File: src/rtl/alu_pkg.sv
// Shared constants for the ALU issue controller: function codes, ALU select
// codes, response error codes and the controller state encoding.
package alu_pkg;

  localparam logic [3:0] SEL_ADD  = 4'd0;
  localparam logic [3:0] SEL_SUB  = 4'd1;
  localparam logic [3:0] SEL_AND  = 4'd2;
  localparam logic [3:0] SEL_OR   = 4'd3;
  localparam logic [3:0] SEL_SLT  = 4'd4;
  localparam logic [3:0] SEL_PASS = 4'd5;
  localparam logic [3:0] SEL_MUL  = 4'd6;
  localparam logic [3:0] SEL_DIV  = 4'd7;
  localparam logic [3:0] SEL_EQ   = 4'd8;
  localparam logic [3:0] SEL_ZTST = 4'd9;

  localparam logic [5:0] FN_ADD  = 6'h20;
  localparam logic [5:0] FN_SUB  = 6'h22;
  localparam logic [5:0] FN_AND  = 6'h24;
  localparam logic [5:0] FN_OR   = 6'h25;
  localparam logic [5:0] FN_SLT  = 6'h2A;
  localparam logic [5:0] FN_PASS = 6'h00;
  localparam logic [5:0] FN_MUL  = 6'h18;
  localparam logic [5:0] FN_DIV  = 6'h1A;
  localparam logic [5:0] FN_EQ   = 6'h30;
  localparam logic [5:0] FN_ZTST = 6'h31;

  localparam logic [1:0] ERR_OK   = 2'b00;
  localparam logic [1:0] ERR_ILL  = 2'b01;
  localparam logic [1:0] ERR_DIV0 = 2'b10;

  typedef enum logic [1:0] {
    ST_IDLE = 2'd0,
    ST_WAIT = 2'd1,
    ST_HOLD = 2'd2
  } state_t;

endpackage

File: src/rtl/alu_funct_decode.sv
// Combinational translation of a 6-bit function code into the ALU select
// code, flagging codes the ALU does not implement.
module alu_funct_decode
  import alu_pkg::*;
(
  input  logic [5:0] funct,
  output logic       legal,
  output logic [3:0] sel
);

  always_comb begin
    legal = 1'b1;
    sel   = SEL_ADD;
    case (funct)
      FN_ADD:  sel = SEL_ADD;
      FN_SUB:  sel = SEL_SUB;
      FN_AND:  sel = SEL_AND;
      FN_OR:   sel = SEL_OR;
      FN_SLT:  sel = SEL_SLT;
      FN_PASS: sel = SEL_PASS;
      FN_MUL:  sel = SEL_MUL;
      FN_DIV:  sel = SEL_DIV;
      FN_EQ:   sel = SEL_EQ;
      FN_ZTST: sel = SEL_ZTST;
      default: legal = 1'b0;
    endcase
  end

endmodule

File: src/rtl/alu_issue_ctrl.sv
// Initiator for a combinational ALU: accepts an op, drives the ALU for
// ALU_LAT cycles, captures the result and returns it over a response handshake.
module alu_issue_ctrl
  import alu_pkg::*;
#(
  parameter int W       = 32,
  parameter int ALU_LAT = 1
) (
  input  logic         clk,
  input  logic         rst,
  input  logic         op_valid,
  output logic         op_ready,
  input  logic [5:0]   op_funct,
  input  logic [W-1:0] op_a,
  input  logic [W-1:0] op_b,
  output logic [W-1:0] alu_ea,
  output logic [W-1:0] alu_eb,
  output logic [3:0]   alu_sel,
  input  logic [W-1:0] alu_res,
  input  logic         alu_flag,
  output logic         res_valid,
  input  logic         res_ready,
  output logic [W-1:0] res_data,
  output logic         res_zero,
  output logic [1:0]   res_err,
  output logic         busy
);

  localparam logic [3:0] LAT_LOAD = 4'(ALU_LAT - 1);

  state_t     state;
  state_t     state_next;
  logic [3:0] cnt;
  logic       dec_legal;
  logic [3:0] dec_sel;
  logic       accept;
  logic       div_zero;
  logic       issue;
  logic       trap;
  logic       capture;

  alu_funct_decode u_decode (
    .funct (op_funct),
    .legal (dec_legal),
    .sel   (dec_sel)
  );

  // Traps skip the ALU entirely and go straight to the response stage.
  assign accept   = op_valid && op_ready;
  assign div_zero = (op_funct == FN_DIV) && (op_b == '0);
  assign issue    = accept && dec_legal && !div_zero;
  assign trap     = accept && !(dec_legal && !div_zero);
  assign capture  = (state == ST_WAIT) && (cnt == 4'd0);

  always_ff @(posedge clk) begin
    if (rst) state <= ST_IDLE;
    else     state <= state_next;
  end

  always_comb begin
    state_next = state;
    case (state)
      ST_IDLE: begin
        if (issue)     state_next = ST_WAIT;
        else if (trap) state_next = ST_HOLD;
      end
      ST_WAIT: if (cnt == 4'd0) state_next = ST_HOLD;
      ST_HOLD: if (res_ready)   state_next = ST_IDLE;
      default: state_next = ST_IDLE;
    endcase
  end

  always_comb begin
    op_ready  = (state == ST_IDLE);
    busy      = (state != ST_IDLE);
    res_valid = (state == ST_HOLD);
  end

  // ALU operand registers only move on a legal accept so the ALU sees stable inputs.
  always_ff @(posedge clk) begin
    if (rst) begin
      alu_ea  <= '0;
      alu_eb  <= '0;
      alu_sel <= 4'd0;
    end else if (issue) begin
      alu_ea  <= op_a;
      alu_eb  <= op_b;
      alu_sel <= dec_sel;
    end
  end

  always_ff @(posedge clk) begin
    if (rst)                                cnt <= 4'd0;
    else if (issue)                         cnt <= LAT_LOAD;
    else if (state == ST_WAIT && cnt != 0)  cnt <= cnt - 4'd1;
  end

  always_ff @(posedge clk) begin
    if (rst) begin
      res_data <= '0;
      res_zero <= 1'b0;
      res_err  <= ERR_OK;
    end else if (trap) begin
      res_data <= '0;
      res_zero <= 1'b1;
      res_err  <= dec_legal ? ERR_DIV0 : ERR_ILL;
    end else if (capture) begin
      res_data <= alu_res;
      res_zero <= alu_flag;
      res_err  <= ERR_OK;
    end
  end

endmodule

File: config.mk
export PLATFORM = sky130hd
export DESIGN_NAME = alu_issue_ctrl
export DESIGN_NICKNAME = d
export VERILOG_FILES = /design/src/rtl/alu_pkg.sv /design/src/rtl/alu_funct_decode.sv /design/src/rtl/alu_issue_ctrl.sv
export SDC_FILE = /design/constraint.sdc
export NUM_CORES = 1
export LEC_CHECK = 0
export BUFFER_PORTS_ARGS = -buffer_cell sky130_fd_sc_hd__buf_4
export CORE_MARGIN = 2
export CORE_UTILIZATION = 31
export DETAILED_ROUTE_END_ITERATION = 16
export PLACE_DENSITY = 0.68
export SKIP_CTS_REPAIR_TIMING = 1
export SLEW_MARGIN = 20
export SYNTH_ARGS = -nofsm -noshare
export SYNTH_HDL_FRONTEND = slang
export SYNTH_HIERARCHICAL = 1
export SYNTH_SLANG_ARGS = --single-unit
File: constraint.sdc
create_clock -name clk -period 3.6 [get_ports clk]
set_input_delay 0.72 -clock clk [delete_from_list [all_inputs] [get_ports clk]]
set_output_delay 0.72 -clock clk [all_outputs]
set_load 0.02 [all_outputs]
==> impl_metrics.prom <==
# TYPE chip_impl_metric gauge
chip_impl_metric{name="grt-ovfl-total",unit=""} 0
chip_impl_metric{name="antennaDiodeCount",unit=""} 0
chip_impl_metric{name="fp.dieH",unit="um"} 127
chip_impl_metric{name="numCtsBuffers",unit=""} 9
chip_impl_metric{name="initialDrtViolationCount",unit=""} 155
chip_impl_info{name="grt_setup_unrepaired",value="false"} 1
chip_impl_info{name="critical_path_class",value="input pin to flip-flop"} 1
chip_impl_metric{name="num-fill-cells",unit=""} 1456
chip_impl_metric{name="detailedPlace.worstSlack",unit="ps"} 553
chip_impl_info{name="kind_of_end_point_of_the_critical_path",value="flip-flop"} 1
chip_impl_metric{name="ioPinCount",unit=""} 213
chip_impl_metric{name="postLayoutSetupSlackWorst",unit="ps"} 1080
chip_impl_info{name="critical_path_cell_by_cell",value="buf_4, nor4_1, nand4_1, o311ai_4, buf_12, mux2i_1"} 1
chip_impl_metric{name="worst_setup_hold_path_clk_slew",unit="ps"} 80
chip_impl_metric{name="initial_antenna_violation_count",unit=""} 0
chip_impl_metric{name="grt_first_pass_wirelength",unit="um"} 21400
chip_impl_metric{name="power.density_cell_area",unit="nW/um^2"} 378
chip_impl_metric{name="insertion_delay_to_the_later_sink_of_the_worst_skew_pair",unit="ps"} 350
chip_impl_metric{name="initial_core_util",unit="%"} 31.4
chip_impl_metric{name="tightest_slew",unit="ps"} 913
chip_impl_metric{name="power_switching_share",unit="%"} 26.6
chip_impl_metric{name="route.final.wire_length",unit="um"} 13300
chip_impl_metric{name="pwr-share-seq",unit="%"} 48.6
chip_impl_metric{name="layout.nets",unit=""} 838
chip_impl_metric{name="critical_path.n_buffers_inverters",unit=""} 2
chip_impl_metric{name="io_buffers",unit=""} 212
chip_impl_metric{name="required_arrival_time_at_the_worst_endpoint",unit="ps"} 3880
chip_impl_info{name="layout.cells.most_common_list",value="220 x sky130_fd_sc_hd__buf_4, 173 x sky130_fd_sc_hd__nand2_1, 109 x sky130_fd_sc_hd__dfxtp_1, 68 x sky130_fd_sc_hd__mux2i_1, 35 x sky130_fd_sc_hd__o21ai_0"} 1
chip_impl_metric{name="power_report.internal_total",unit="uW"} 1880
chip_impl_metric{name="syn-num-nets",unit=""} 649
chip_impl_metric{name="critPathMaxStageDelay",unit="ps"} 610
chip_impl_metric{name="synth_cell_type_count",unit=""} 46
chip_impl_metric{name="via_per_inst",unit=""} 4.87
chip_impl_metric{name="async_reset_ff_share",unit="%"} 0
chip_impl_metric{name="detail_route.first_pass.iterations",unit=""} 5
chip_impl_info{name="tritoncts",value="yes"} 1
chip_impl_metric{name="detailed_place_hpwl",unit="um"} 9460
chip_impl_info{name="hp-class",value="flip-flop to flip-flop"} 1
chip_impl_metric{name="timing.slew.headroom",unit="%"} 39.1
chip_impl_metric{name="post_route_cells_drive_above_1_share",unit="%"} 33.7
chip_impl_metric{name="layout_min_cycle_time",unit="ps"} 2520
chip_impl_metric{name="fmax",unit="MHz"} 397
chip_impl_metric{name="finalHoldViolations",unit=""} 0
chip_impl_metric{name="gr-usage-all-layers",unit="%"} 16.2
chip_impl_metric{name="placeable_area",unit="um^2"} 15000
chip_impl_metric{name="cp_data_arrival_time",unit="ps"} 2800
chip_impl_metric{name="stdcell_area",unit="um^2"} 6780
chip_impl_metric{name="post_route_drc_violation_count",unit=""} 0
chip_impl_info{name="layout.cells.most_common",value="sky130_fd_sc_hd__buf_4"} 1
chip_impl_metric{name="clockPowerShare",unit="%"} 38.2
chip_impl_info{name="cell_at_the_root_of_the_clock_tree",value="sky130_fd_sc_hd__clkbuf_16"} 1
chip_impl_metric{name="die_x",unit="um"} 127
chip_impl_metric{name="std_cell_rows",unit=""} 45
chip_impl_metric{name="area_post_placement",unit="um^2"} 6490
chip_impl_metric{name="ys_seq_area_share",unit="%"} 46.3
chip_impl_metric{name="detailroute.via_count",unit=""} 4497
chip_impl_metric{name="routed_wire_length_per_instance",unit="um"} 14.4
chip_impl_metric{name="finalWeightedCongestion",unit=""} 0.738
chip_impl_metric{name="via_count_of_the_first_global_routing_pass",unit=""} 4305
chip_impl_metric{name="power.share.combinational",unit="%"} 13.2
chip_impl_metric{name="synth-edff-count",unit=""} 0
chip_impl_metric{name="die_area",unit="um^2"} 16200
chip_impl_metric{name="htree_num_levels",unit=""} 3
chip_impl_metric{name="syn_avg_cell_area",unit="um^2"} 8.72
chip_impl_metric{name="grt_start_max_net_pins",unit=""} 97
chip_impl_metric{name="setup-violations-final",unit=""} 0
chip_impl_metric{name="ys_ff_latch",unit=""} 109
chip_impl_metric{name="period_share",unit="%"} 69.9
chip_impl_metric{name="skew",unit="ps"} 8.90
chip_impl_metric{name="ys_warn_count",unit=""} 6
chip_impl_metric{name="total_switching_power",unit="uW"} 680
chip_impl_metric{name="maxCapViolCount",unit=""} 0
chip_impl_metric{name="cts_buffer_depth",unit=""} 2
chip_impl_info{name="timing.critical_path.from_type",value="input pin"} 1
chip_impl_info{name="run_status",value="finished clean"} 1
chip_impl_metric{name="fin_tns_setup",unit="ps"} 0
chip_impl_metric{name="worst_case_vdd_ir_drop",unit="V"} 0.000213
chip_impl_metric{name="worst-r2r-setup-slack",unit="ps"} 1290
chip_impl_metric{name="synth_cells",unit=""} 541
chip_impl_info{name="timing.critical_path.slowest_stage_cell",value="sky130_fd_sc_hd__o311ai_4"} 1
chip_impl_metric{name="ant_nets",unit=""} 0
chip_impl_metric{name="critical_path_peak_fanout",unit=""} 24
chip_impl_info{name="synth_flop_cell",value="sky130_fd_sc_hd__dfxtp_1"} 1
chip_impl_info{name="crit_family",value="simple AND/OR/NAND/NOR gates"} 1
chip_impl_metric{name="cts_sinks",unit=""} 109
chip_impl_metric{name="p_leak",unit="uW"} 0.00328
chip_impl_metric{name="max_transition_viols_final",unit=""} 0
chip_impl_metric{name="area_growth",unit="%"} 43.7
chip_impl_metric{name="summed_instance_area_of_the_synthesized_netlist",unit="um^2"} 4720
-- cells by family after synthesis --
family	synth area share, %
adder cells (fa/ha/maj)	0.265
AO/OA/AOI/OAI	12.9
flip-flops	46.3
multiplexers	14.7
XOR/XNOR	0.557
buffers and inverters	5.39
AND/OR/NAND/NOR	20.0
-- sequential cells by signal, summed over array words and instances (netlist names) --
signal	flops
alu_eb	32
res_data	32
state	2
alu_ea	32
res_zero	1
alu_sel	4
res_err	2
cnt	4
-- layout make-up --
cell class                 instances  area, um^2  share of cell area, %
timing repair buffer             224        1730                   25.5
inverter                           7        28.8                  0.425
clock inverter                     7        61.3                  0.905
sequential                       109        2180                   32.2
tap                              188         235                   3.47
multi-input combinational        379        2310                   34.1
clock buffer                       9         225                   3.32
-- worst register-to-register path, cell delays in order (launching register included) --
cell and delay [ps]:
sky130_fd_sc_hd__dfxtp_1 330, sky130_fd_sc_hd__inv_1 60, sky130_fd_sc_hd__ha_1 190, sky130_fd_sc_hd__nand4bb_1 110, sky130_fd_sc_hd__buf_4 250, sky130_fd_sc_hd__nor2_2 580, sky130_fd_sc_hd__buf_4 350, sky130_fd_sc_hd__nand2_1 80
sky130_fd_sc_hd__a221oi_1 260
-- metrics by stage --
step	hold slack (ps)	power [uW]	cells	utilization, %
final	460	2560	923	45.1
after global routing	481	2690	923	45.1
after CTS	463	2600	923	45.1
after detailed placement	452	1620	907	43.2
after global placement	444	1610	907	43.2
after floorplan	491	1440	541	-
-- cells in the mapped netlist (all sizes together), types with 2 or more instances --
cell type  count  area [um^2]
o311a          2         20.0
a21boi         2         15.0
clkbuf        30          113
nor3           4         20.0
o21ai         35          175
and3b          2         18.8
nor2          10         37.5
a221oi        33          289
nand4          3         18.8
nand2        173          649
nor4           9         56.3
mux2i         68          681
o31ai          2         15.0
buf           16          115
inv            6         22.5
xnor2          2         17.5
dfxtp        109         2180
o211ai         2         15.0
o221a          2         22.5
nand2b         2         12.5
nor2b          6         37.5
and3           2         12.5
nand3          2         10.0
-- layer usage --
metal / track usage (%) / up-vias / share of wire (%)
met4: 5.30 / 0 / 1.1
met2: 26.4 / 165 / 46
met1: 20.4 / 2061 / 44
met3: 5.07 / 9 / 8.9
li1: - / 2262 / -
met5: 0 / - / 0
-- power groups by stage --
stage | Clock (uW) | Combinational (uW) | Sequential [uW]
after floorplan | 0 | 135 | 1300
after CTS | 1020 | 343 | 1240
after detailed placement | 0 | 343 | 1270
after global routing | 1070 | 368 | 1250
final | 977 | 338 | 1240
after global placement | 0 | 341 | 1270
-- final timing paths --
kind              cells past startpoint                    from                        end
setup / recovery                      6                op_b[18]    alu_eb[17]$_SDFFE_PP0P_
hold / removal                        2  alu_eb[4]$_SDFFE_PP0P_     alu_eb[4]$_SDFFE_PP0P_
setup reg to reg                      8     cnt[0]$_SDFFE_PP0P_  res_data[29]$_SDFFE_PP0P_
hold reg to reg                       2  alu_eb[4]$_SDFFE_PP0P_     alu_eb[4]$_SDFFE_PP0P_
No activity file was read; power rests on OpenSTA's default activity.
